File: config.mk
export PLATFORM = sky130hd
export DESIGN_NAME = ex_mem_stage_flat
export DESIGN_NICKNAME = d
export VERILOG_FILES = /design/src/rtl/ex_mem_pkg.sv /design/src/rtl/ex_mem_stage_if.sv /design/src/rtl/ex_mem_stage_pipe_skid_buf.sv /design/src/rtl/ex_mem_stage.sv /design/src/flat_wrapper.sv
export SDC_FILE = /design/constraint.sdc
export NUM_CORES = 1
export LEC_CHECK = 0
export ABC_AREA = 1
export CORE_ASPECT_RATIO = 0.75
export CORE_MARGIN = 4
export CORE_UTILIZATION = 35
export CTS_BUF_LIST = sky130_fd_sc_hd__clkbuf_8
export DETAILED_ROUTE_END_ITERATION = 7
export GPL_TIMING_DRIVEN = 0
export PLACE_DENSITY = 0.74
export SKIP_CTS_REPAIR_TIMING = 1
export SLEW_MARGIN = 40
export SYNTH_ARGS = -nofsm -noshare
export SYNTH_HDL_FRONTEND = slang
export SYNTH_SLANG_ARGS = --single-unit
File: constraint.sdc
create_clock -name clk -period 2.4 [get_ports clk]
set_clock_uncertainty 0.2 [all_clocks]
set_input_delay 0.24 -clock clk [delete_from_list [all_inputs] [get_ports clk]]
set_output_delay 0.24 -clock clk [all_outputs]
set_load 0.1 [all_outputs]
File: src/rtl/ex_mem_pkg.sv
// Shared types for the EX->MEM stage: head/skid payload, occupancy states,
// load/store access-size codes and the branch-taken helper.
package ex_mem_pkg;

    localparam int EM_DATA_WIDTH     = 32;
    localparam int EM_REG_ADDR_WIDTH = 5;

    localparam logic [2:0] F3_LB = 3'b000;
    localparam logic [2:0] F3_LH = 3'b001;
    localparam logic [2:0] F3_LW = 3'b010;
    localparam logic [2:0] F3_SB = 3'b000;
    localparam logic [2:0] F3_SH = 3'b001;
    localparam logic [2:0] F3_SW = 3'b010;

    typedef enum logic [1:0] {
        EMPTY = 2'd0,
        ONE   = 2'd1,
        TWO   = 2'd2
    } occ_state_t;

    typedef struct packed {
        logic [EM_DATA_WIDTH-1:0]     wb_data;
        logic [EM_DATA_WIDTH-1:0]     store_data;
        logic [EM_REG_ADDR_WIDTH-1:0] rd;
        logic                         reg_write;
        logic                         mem_read;
        logic                         mem_write;
        logic [2:0]                   funct3;
    } ex_mem_payload_t;

    // ALU compare ops return 0/1, so bit 0 is the branch condition.
    function automatic logic is_taken(input logic branch, input logic jal,
                                      input logic jalr, input logic cmp_lsb);
        return jal | jalr | (branch & cmp_lsb);
    endfunction

endpackage

File: src/rtl/ex_mem_stage_if.sv
// EX-side and MEM-side bus of the EX->MEM stage; the stage binds the slave modport.
interface ex_mem_stage_if #(
    parameter int DATA_WIDTH     = 32,
    parameter int REG_ADDR_WIDTH = 5
);
    // Both sides: a transfer happens on a rising edge where valid & ready are
    // high; valid never depends on ready and the payload is held while stalled.
    logic                      ex_valid;
    logic                      ex_ready;
    logic [DATA_WIDTH-1:0]     ex_alu_result;
    logic [DATA_WIDTH-1:0]     ex_store_data;
    logic [DATA_WIDTH-1:0]     ex_pc_plus4;
    logic [DATA_WIDTH-1:0]     ex_pc_imm;
    logic [REG_ADDR_WIDTH-1:0] ex_rd;
    logic                      ex_reg_write;
    logic                      ex_mem_read;
    logic                      ex_mem_write;
    logic                      ex_branch;
    logic                      ex_jal;
    logic                      ex_jalr;
    logic [2:0]                ex_funct3;

    logic                      mem_valid;
    logic                      mem_ready;
    logic [DATA_WIDTH-1:0]     mem_wb_data;
    logic [DATA_WIDTH-1:0]     mem_store_data;
    logic [REG_ADDR_WIDTH-1:0] mem_rd;
    logic                      mem_reg_write;
    logic                      mem_mem_read;
    logic                      mem_mem_write;
    logic [2:0]                mem_funct3;

    modport master (
        output ex_valid, ex_alu_result, ex_store_data, ex_pc_plus4, ex_pc_imm,
               ex_rd, ex_reg_write, ex_mem_read, ex_mem_write, ex_branch,
               ex_jal, ex_jalr, ex_funct3, mem_ready,
        input  ex_ready, mem_valid, mem_wb_data, mem_store_data, mem_rd,
               mem_reg_write, mem_mem_read, mem_mem_write, mem_funct3
    );

    modport slave (
        input  ex_valid, ex_alu_result, ex_store_data, ex_pc_plus4, ex_pc_imm,
               ex_rd, ex_reg_write, ex_mem_read, ex_mem_write, ex_branch,
               ex_jal, ex_jalr, ex_funct3, mem_ready,
        output ex_ready, mem_valid, mem_wb_data, mem_store_data, mem_rd,
               mem_reg_write, mem_mem_read, mem_mem_write, mem_funct3
    );

endinterface

File: src/rtl/ex_mem_stage_pipe_skid_buf.sv
// pipe_skid_buf: generic two-entry valid/ready buffer (head + skid) with flush.
// in_ready is a pure state decode, so there is no path from out_ready to in_ready.
module pipe_skid_buf
    import ex_mem_pkg::*;
#(
    parameter type T = logic [7:0]
) (
    input  logic       clk,
    input  logic       reset,
    input  logic       flush,
    input  logic       in_valid,
    output logic       in_ready,
    input  T           in_data,
    output logic       out_valid,
    input  logic       out_ready,
    output T           out_data,
    output occ_state_t state
);

    occ_state_t state_q, state_d;
    T           head_q, skid_q;
    logic       push, pop;
    logic       load_head_in, load_head_skid, load_skid;

    assign in_ready  = (state_q != TWO);
    assign out_valid = (state_q != EMPTY);
    assign out_data  = head_q;
    assign state     = state_q;

    assign push = in_valid & in_ready & ~flush;
    assign pop  = out_valid & out_ready;

    always_comb begin
        state_d        = state_q;
        load_head_in   = 1'b0;
        load_head_skid = 1'b0;
        load_skid      = 1'b0;
        if (flush) begin
            state_d = EMPTY;
        end else begin
            case (state_q)
                EMPTY: begin
                    if (push) begin
                        state_d      = ONE;
                        load_head_in = 1'b1;
                    end
                end
                ONE: begin
                    if (push && !pop) begin
                        state_d   = TWO;
                        load_skid = 1'b1;
                    end else if (pop && !push) begin
                        state_d = EMPTY;
                    end else if (push && pop) begin
                        load_head_in = 1'b1;
                    end
                end
                TWO: begin
                    if (pop) begin
                        state_d        = ONE;
                        load_head_skid = 1'b1;
                    end
                end
                default: state_d = EMPTY;
            endcase
        end
    end

    always_ff @(posedge clk or negedge reset) begin
        if (!reset) begin
            state_q <= EMPTY;
        end else begin
            state_q <= state_d;
        end
    end

    always_ff @(posedge clk or negedge reset) begin
        if (!reset) begin
            head_q <= '0;
            skid_q <= '0;
        end else begin
            if (load_head_in) begin
                head_q <= in_data;
            end else if (load_head_skid) begin
                head_q <= skid_q;
            end
            if (load_skid) begin
                skid_q <= in_data;
            end
        end
    end

endmodule

File: src/rtl/ex_mem_stage.sv
// EX->MEM stage: elastic capture of ALU results, branch/jump redirect, forwarding tap.
// Define EX_MEM_PERF_EN to build the perf_* counters; otherwise they read 0.
module ex_mem_stage
    import ex_mem_pkg::*;
#(
    parameter int DATA_WIDTH     = EM_DATA_WIDTH,
    parameter int REG_ADDR_WIDTH = EM_REG_ADDR_WIDTH
) (
    input  logic                      clk,
    input  logic                      reset,
    ex_mem_stage_if.slave             bus,
    input  logic                      flush,
    output logic                      redirect_valid,
    output logic [DATA_WIDTH-1:0]     redirect_pc,
    output logic                      fwd_valid,
    output logic [REG_ADDR_WIDTH-1:0] fwd_rd,
    output logic [DATA_WIDTH-1:0]     fwd_data,
    output logic [31:0]               perf_accepted,
    output logic [31:0]               perf_stall,
    output logic [31:0]               perf_redirect,
    output occ_state_t                occ_state
);

    ex_mem_payload_t       in_pl, head_pl;
    logic                  ex_ready, mem_valid, accept, taken, redirect_q;
    logic [DATA_WIDTH-1:0] target, redirect_pc_q;

    // Jumps write the link value; everything else writes the ALU result.
    always_comb begin
        in_pl.wb_data    = (bus.ex_jal | bus.ex_jalr) ? bus.ex_pc_plus4 : bus.ex_alu_result;
        in_pl.store_data = bus.ex_store_data;
        in_pl.rd         = bus.ex_rd;
        in_pl.reg_write  = bus.ex_reg_write;
        in_pl.mem_read   = bus.ex_mem_read;
        in_pl.mem_write  = bus.ex_mem_write;
        in_pl.funct3     = bus.ex_funct3;
    end

    pipe_skid_buf #(.T(ex_mem_payload_t)) u_buf (
        .clk       (clk),
        .reset     (reset),
        .flush     (flush),
        .in_valid  (bus.ex_valid),
        .in_ready  (ex_ready),
        .in_data   (in_pl),
        .out_valid (mem_valid),
        .out_ready (bus.mem_ready),
        .out_data  (head_pl),
        .state     (occ_state)
    );

    assign bus.ex_ready       = ex_ready;
    assign bus.mem_valid      = mem_valid;
    assign bus.mem_wb_data    = head_pl.wb_data;
    assign bus.mem_store_data = head_pl.store_data;
    assign bus.mem_rd         = head_pl.rd;
    assign bus.mem_reg_write  = head_pl.reg_write;
    assign bus.mem_mem_read   = head_pl.mem_read;
    assign bus.mem_mem_write  = head_pl.mem_write;
    assign bus.mem_funct3     = head_pl.funct3;

    assign fwd_valid = mem_valid & head_pl.reg_write & (head_pl.rd != '0);
    assign fwd_rd    = head_pl.rd;
    assign fwd_data  = head_pl.wb_data;

    assign accept = bus.ex_valid & ex_ready & ~flush;
    assign taken  = is_taken(bus.ex_branch, bus.ex_jal, bus.ex_jalr, bus.ex_alu_result[0]);
    assign target = bus.ex_jalr ? {bus.ex_alu_result[DATA_WIDTH-1:1], 1'b0} : bus.ex_pc_imm;

    always_ff @(posedge clk or negedge reset) begin
        if (!reset) begin
            redirect_q    <= 1'b0;
            redirect_pc_q <= '0;
        end else begin
            redirect_q <= accept & taken;
            if (accept & taken) begin
                redirect_pc_q <= target;
            end
        end
    end

    // A flush in the issue cycle kills the redirect that was about to go out.
    assign redirect_valid = redirect_q & ~flush;
    assign redirect_pc    = redirect_pc_q;

`ifdef EX_MEM_PERF_EN
    logic [31:0] acc_cnt_q, stall_cnt_q, redir_cnt_q;

    always_ff @(posedge clk or negedge reset) begin
        if (!reset) begin
            acc_cnt_q   <= '0;
            stall_cnt_q <= '0;
            redir_cnt_q <= '0;
        end else begin
            if (accept) begin
                acc_cnt_q <= acc_cnt_q + 32'd1;
            end
            if (bus.ex_valid & ~ex_ready) begin
                stall_cnt_q <= stall_cnt_q + 32'd1;
            end
            if (redirect_valid) begin
                redir_cnt_q <= redir_cnt_q + 32'd1;
            end
        end
    end

    assign perf_accepted = acc_cnt_q;
    assign perf_stall    = stall_cnt_q;
    assign perf_redirect = redir_cnt_q;
`else
    assign perf_accepted = '0;
    assign perf_stall    = '0;
    assign perf_redirect = '0;
`endif

endmodule

File: src/flat_wrapper.sv
// flat-port wrapper written by rule: the top's interface ports become plain ports
module ex_mem_stage_flat import ex_mem_pkg::*;
#(
    parameter int DATA_WIDTH     = EM_DATA_WIDTH,
    parameter int REG_ADDR_WIDTH = EM_REG_ADDR_WIDTH
)
  (clk, reset, flush, redirect_valid, redirect_pc, fwd_valid, fwd_rd, fwd_data, perf_accepted, perf_stall, perf_redirect, occ_state, bus_ex_valid, bus_ex_alu_result, bus_ex_store_data, bus_ex_pc_plus4, bus_ex_pc_imm, bus_ex_rd, bus_ex_reg_write, bus_ex_mem_read, bus_ex_mem_write, bus_ex_branch, bus_ex_jal, bus_ex_jalr, bus_ex_funct3, bus_mem_ready, bus_ex_ready, bus_mem_valid, bus_mem_wb_data, bus_mem_store_data, bus_mem_rd, bus_mem_reg_write, bus_mem_mem_read, bus_mem_mem_write, bus_mem_funct3);
  ex_mem_stage_if #(.DATA_WIDTH(DATA_WIDTH), .REG_ADDR_WIDTH(REG_ADDR_WIDTH)) bus_i ();
  input  logic clk;
  input  logic reset;
  input  logic flush;
  output logic redirect_valid;
  output logic [DATA_WIDTH-1:0] redirect_pc;
  output logic fwd_valid;
  output logic [REG_ADDR_WIDTH-1:0] fwd_rd;
  output logic [DATA_WIDTH-1:0] fwd_data;
  output logic [31:0] perf_accepted;
  output logic [31:0] perf_stall;
  output logic [31:0] perf_redirect;
  output occ_state_t occ_state;
  input wire logic [$bits(bus_i.ex_valid)-1:0] bus_ex_valid;
  input wire logic [$bits(bus_i.ex_alu_result)-1:0] bus_ex_alu_result;
  input wire logic [$bits(bus_i.ex_store_data)-1:0] bus_ex_store_data;
  input wire logic [$bits(bus_i.ex_pc_plus4)-1:0] bus_ex_pc_plus4;
  input wire logic [$bits(bus_i.ex_pc_imm)-1:0] bus_ex_pc_imm;
  input wire logic [$bits(bus_i.ex_rd)-1:0] bus_ex_rd;
  input wire logic [$bits(bus_i.ex_reg_write)-1:0] bus_ex_reg_write;
  input wire logic [$bits(bus_i.ex_mem_read)-1:0] bus_ex_mem_read;
  input wire logic [$bits(bus_i.ex_mem_write)-1:0] bus_ex_mem_write;
  input wire logic [$bits(bus_i.ex_branch)-1:0] bus_ex_branch;
  input wire logic [$bits(bus_i.ex_jal)-1:0] bus_ex_jal;
  input wire logic [$bits(bus_i.ex_jalr)-1:0] bus_ex_jalr;
  input wire logic [$bits(bus_i.ex_funct3)-1:0] bus_ex_funct3;
  input wire logic [$bits(bus_i.mem_ready)-1:0] bus_mem_ready;
  output wire logic [$bits(bus_i.ex_ready)-1:0] bus_ex_ready;
  output wire logic [$bits(bus_i.mem_valid)-1:0] bus_mem_valid;
  output wire logic [$bits(bus_i.mem_wb_data)-1:0] bus_mem_wb_data;
  output wire logic [$bits(bus_i.mem_store_data)-1:0] bus_mem_store_data;
  output wire logic [$bits(bus_i.mem_rd)-1:0] bus_mem_rd;
  output wire logic [$bits(bus_i.mem_reg_write)-1:0] bus_mem_reg_write;
  output wire logic [$bits(bus_i.mem_mem_read)-1:0] bus_mem_mem_read;
  output wire logic [$bits(bus_i.mem_mem_write)-1:0] bus_mem_mem_write;
  output wire logic [$bits(bus_i.mem_funct3)-1:0] bus_mem_funct3;
  assign bus_i.ex_valid = bus_ex_valid;
  assign bus_i.ex_alu_result = bus_ex_alu_result;
  assign bus_i.ex_store_data = bus_ex_store_data;
  assign bus_i.ex_pc_plus4 = bus_ex_pc_plus4;
  assign bus_i.ex_pc_imm = bus_ex_pc_imm;
  assign bus_i.ex_rd = bus_ex_rd;
  assign bus_i.ex_reg_write = bus_ex_reg_write;
  assign bus_i.ex_mem_read = bus_ex_mem_read;
  assign bus_i.ex_mem_write = bus_ex_mem_write;
  assign bus_i.ex_branch = bus_ex_branch;
  assign bus_i.ex_jal = bus_ex_jal;
  assign bus_i.ex_jalr = bus_ex_jalr;
  assign bus_i.ex_funct3 = bus_ex_funct3;
  assign bus_i.mem_ready = bus_mem_ready;
  assign bus_ex_ready = bus_i.ex_ready;
  assign bus_mem_valid = bus_i.mem_valid;
  assign bus_mem_wb_data = bus_i.mem_wb_data;
  assign bus_mem_store_data = bus_i.mem_store_data;
  assign bus_mem_rd = bus_i.mem_rd;
  assign bus_mem_reg_write = bus_i.mem_reg_write;
  assign bus_mem_mem_read = bus_i.mem_mem_read;
  assign bus_mem_mem_write = bus_i.mem_mem_write;
  assign bus_mem_funct3 = bus_i.mem_funct3;
  ex_mem_stage #(.DATA_WIDTH(DATA_WIDTH), .REG_ADDR_WIDTH(REG_ADDR_WIDTH)) u_core (.clk(clk), .reset(reset), .bus(bus_i), .flush(flush), .redirect_valid(redirect_valid), .redirect_pc(redirect_pc), .fwd_valid(fwd_valid), .fwd_rd(fwd_rd), .fwd_data(fwd_data), .perf_accepted(perf_accepted), .perf_stall(perf_stall), .perf_redirect(perf_redirect), .occ_state(occ_state));
endmodule
==> impl_metrics.json <==
{
  "die-area_sq_mm": 0.0292,
  "grt_pass1_vias": 8548,
  "layoutNonFillerInstCount": 1989,
  "ys_seq_area_frac": 0.499,
  "worstPathArrival_ns": 1.76,
  "slowest_stage": "dfrtp_2",
  "fillCellCount": 2566,
  "grt_max_degree": 73,
  "max_freq_ghz": 0.454,
  "worst_ep_required_time_ns": 1.96,
  "total_leakage_power_uw": 0.00698,
  "power.total_uw": 14200,
  "syn_to_final_growth_pct": 38.0,
  "drc": 0,
  "drv_cap": 0,
  "tightest_slew_ns": 0.654,
  "vias": 8898,
  "routedWlPerCell_um": 15.1,
  "nNetsFinal": 1779,
  "ctsRootBufferMaster": "clkbuf_8",
  "hold_viol_final": 0,
  "relSlewSlack": 0.564,
  "worst_hold_path_type": "in2async",
  "cts_buffers": 17,
  "final_common_cell": "nand2_1",
  "finalMaxSlewViolations": 0,
  "max_stage_delay_ns": 0.45,
  "rows": 51,
  "min_period_over_period": 0.917,
  "crit_chain": "inv_1 -> nand2_2 -> nand3_1 -> clkinvlp_4 -> buf_2",
  "antenna_found_initial": 0,
  "portBuffers": 296,
  "cp_max_fo": 8,
  "p_per_area_mw_per_mm2": 1110,
  "routed_via_density": 4.47,
  "rsz0062_at_grt": "false",
  "cts-htree-levels": 4,
  "antenna_left": 0,
  "cp-end-kind": "primary output",
  "ios": 393,
  "die_h_um": 149,
  "drt_wl_total_um": 30000,
  "drive_above_1_share": 0.221,
  "dp_cells": 1956,
  "cts.sinks": 185,
  "num_antenna_cells": 0,
  "yosysWarnings": 0,
  "grt_pass1_wl_um": 46400,
  "grt_overflow_total": 0,
  "dp_hpwl_um": 23300,
  "syn-cell-area_sq_mm": 0.00928,
  "timing_worst_setup_path_type": "reg2out",
  "setup_violations": 0,
  "run_status": "completed",
  "firstDrtPassIters": 5,
  "globalplace.congestion": 0.908,
  "vdd_drop_max_v": 0.00104,
  "path_clk_slew_ns": 0.10,
  "drtIter0Drc": 507,
  "clkLatencyLatePin_ns": 0.48,
  "die_w_um": 196,
  "cts.path.max_buffers": 2,
  "postSynthAreaPerCell_sq_um": 7.62,
  "startpoint_type": "flip-flop",
  "fin_crit_ns": 2.20,
  "synth_cell_types": 19,
  "final_cell_mix": "615 x nand2_1, 183 x dfrtp_1, 177 x buf_2",
  "synth_cells": 1219,
  "core-area_sq_mm": 0.0260,
  "grtUsageTotal": 0.201,
  "ys_ff_latch": 185,
  "start_util": 0.357,
  "cts_tree": "done"
}
==> logic make-up after synthesis <==
kind of cell / count (synthesis) / share of synthesized area
compound gates: 80 / 0.0434
buf+inv: 230 / 0.152
other cells: 1 / 0.000404
simple gates: 723 / 0.305
flops: 185 / 0.499
==> stage by stage <==
stage	TNS [ns]	hold WS (ns)	instance area [sq um]	setup WS, ns	util
finish	0	0.0281	12800	0.199	0.492
floorplan	0	-0.256	9650	0.0314	-
global placement	-1293.21	0.261	13000	-7.72	0.501
detailed placement	-3.72	-0.0114	12400	-0.144	0.474
CTS	0	-0.562	12800	0.153	0.492
global route	0	0.0552	12800	0.0733	0.492
==> worst max-delay path, delay by kind of cell, from the launching register on <==
| kind | cells | cell delay (ns) |
|---|---|---|
| flip-flops | 1 | 0.45 |
| buffers and inverters | 3 | 0.60 |
| AND/OR/NAND/NOR | 2 | 0.24 |
==> final timing paths <==
check,depth (start not counted),start,slack [ns],end
max,5,u_core.u_buf.state[1]$_DFFE_PN0P_,0.20,fwd_valid
min,2,reset,0.03,u_core.u_buf.skid_q[27]$_DFFE_PN0P_
max reg2reg,7,u_core.u_buf.state[1]$_DFFE_PN0P_,0.32,u_core.u_buf.out_data[63]$_DFFE_PN0P_
min reg2reg,2,u_core.u_buf.out_data[13]$_DFFE_PN0P_,0.28,u_core.u_buf.out_data[13]$_DFFE_PN0P_
max in group asynchronous,3,reset,1.23,u_core.u_buf.skid_q[66]$_DFFE_PN0P_
min in group clk,3,bus_ex_store_data[27],0.11,u_core.u_buf.skid_q[38]$_DFFE_PN0P_
==> final cells by class <==
type	instances	area, sq um	share of cell area
Clock buffer	19	262	0.0204
Clock inverter	13	191	0.0149
Timing Repair Buffer	299	2280	0.178
Inverter	37	143	0.0111
Buffer	193	1280	0.0996
Multi-Input combinational cell	899	3600	0.281
Sequential cell	185	4630	0.361
Tap cell	344	430	0.0336
==> layer usage <==
| metal | wire length [um] | track usage |
|---|---|---|
| met3 | 2250 | 0.0470 |
| met5 | 0 | 0 |
| met4 | 336 | 0.0471 |
| met1 | 13500 | 0.287 |
| met2 | 13800 | 0.313 |
==> report_power, final <==
part / total (uW) / leakage (uW) / switching, uW / internal, uW
clock network: 2420 / 0.000236 / 1210 / 1210
logic: 7230 / 0.00445 / 5890 / 1350
registers: 4540 / 0.00229 / 554 / 3980
==> synth_stat cells <==
cell type  number  area [sq um]
buf_1           2          7.51
inv_2           5          18.8
buf_2          27           135
nor2_2          3          18.8
o21ai_1         9          45.0
nand2_1       616          2310
buf_4         138          1040
a21oi_1         2          10.0
dfrtp_1       185          4630
nor3_1         11          55.1
nand3_1        71           355
nor3_2          1          10.0
conb_1          1          3.75
clkbuf_1       26          97.6
o21ai_0        68           340
nor2_1         20          75.1
inv_1          32           120
o31ai_1         1          7.51
nand2_2         1          6.26
==> flip-flops by register name (all words and copies together) (netlist names) <==
register,flops
u_core.u_buf.state,2
u_core.redirect_pc,32
u_core.redirect_q,1
u_core.u_buf.out_data,75
u_core.u_buf.skid_q,75
Note: power is estimated with default switching activity, not from simulation.
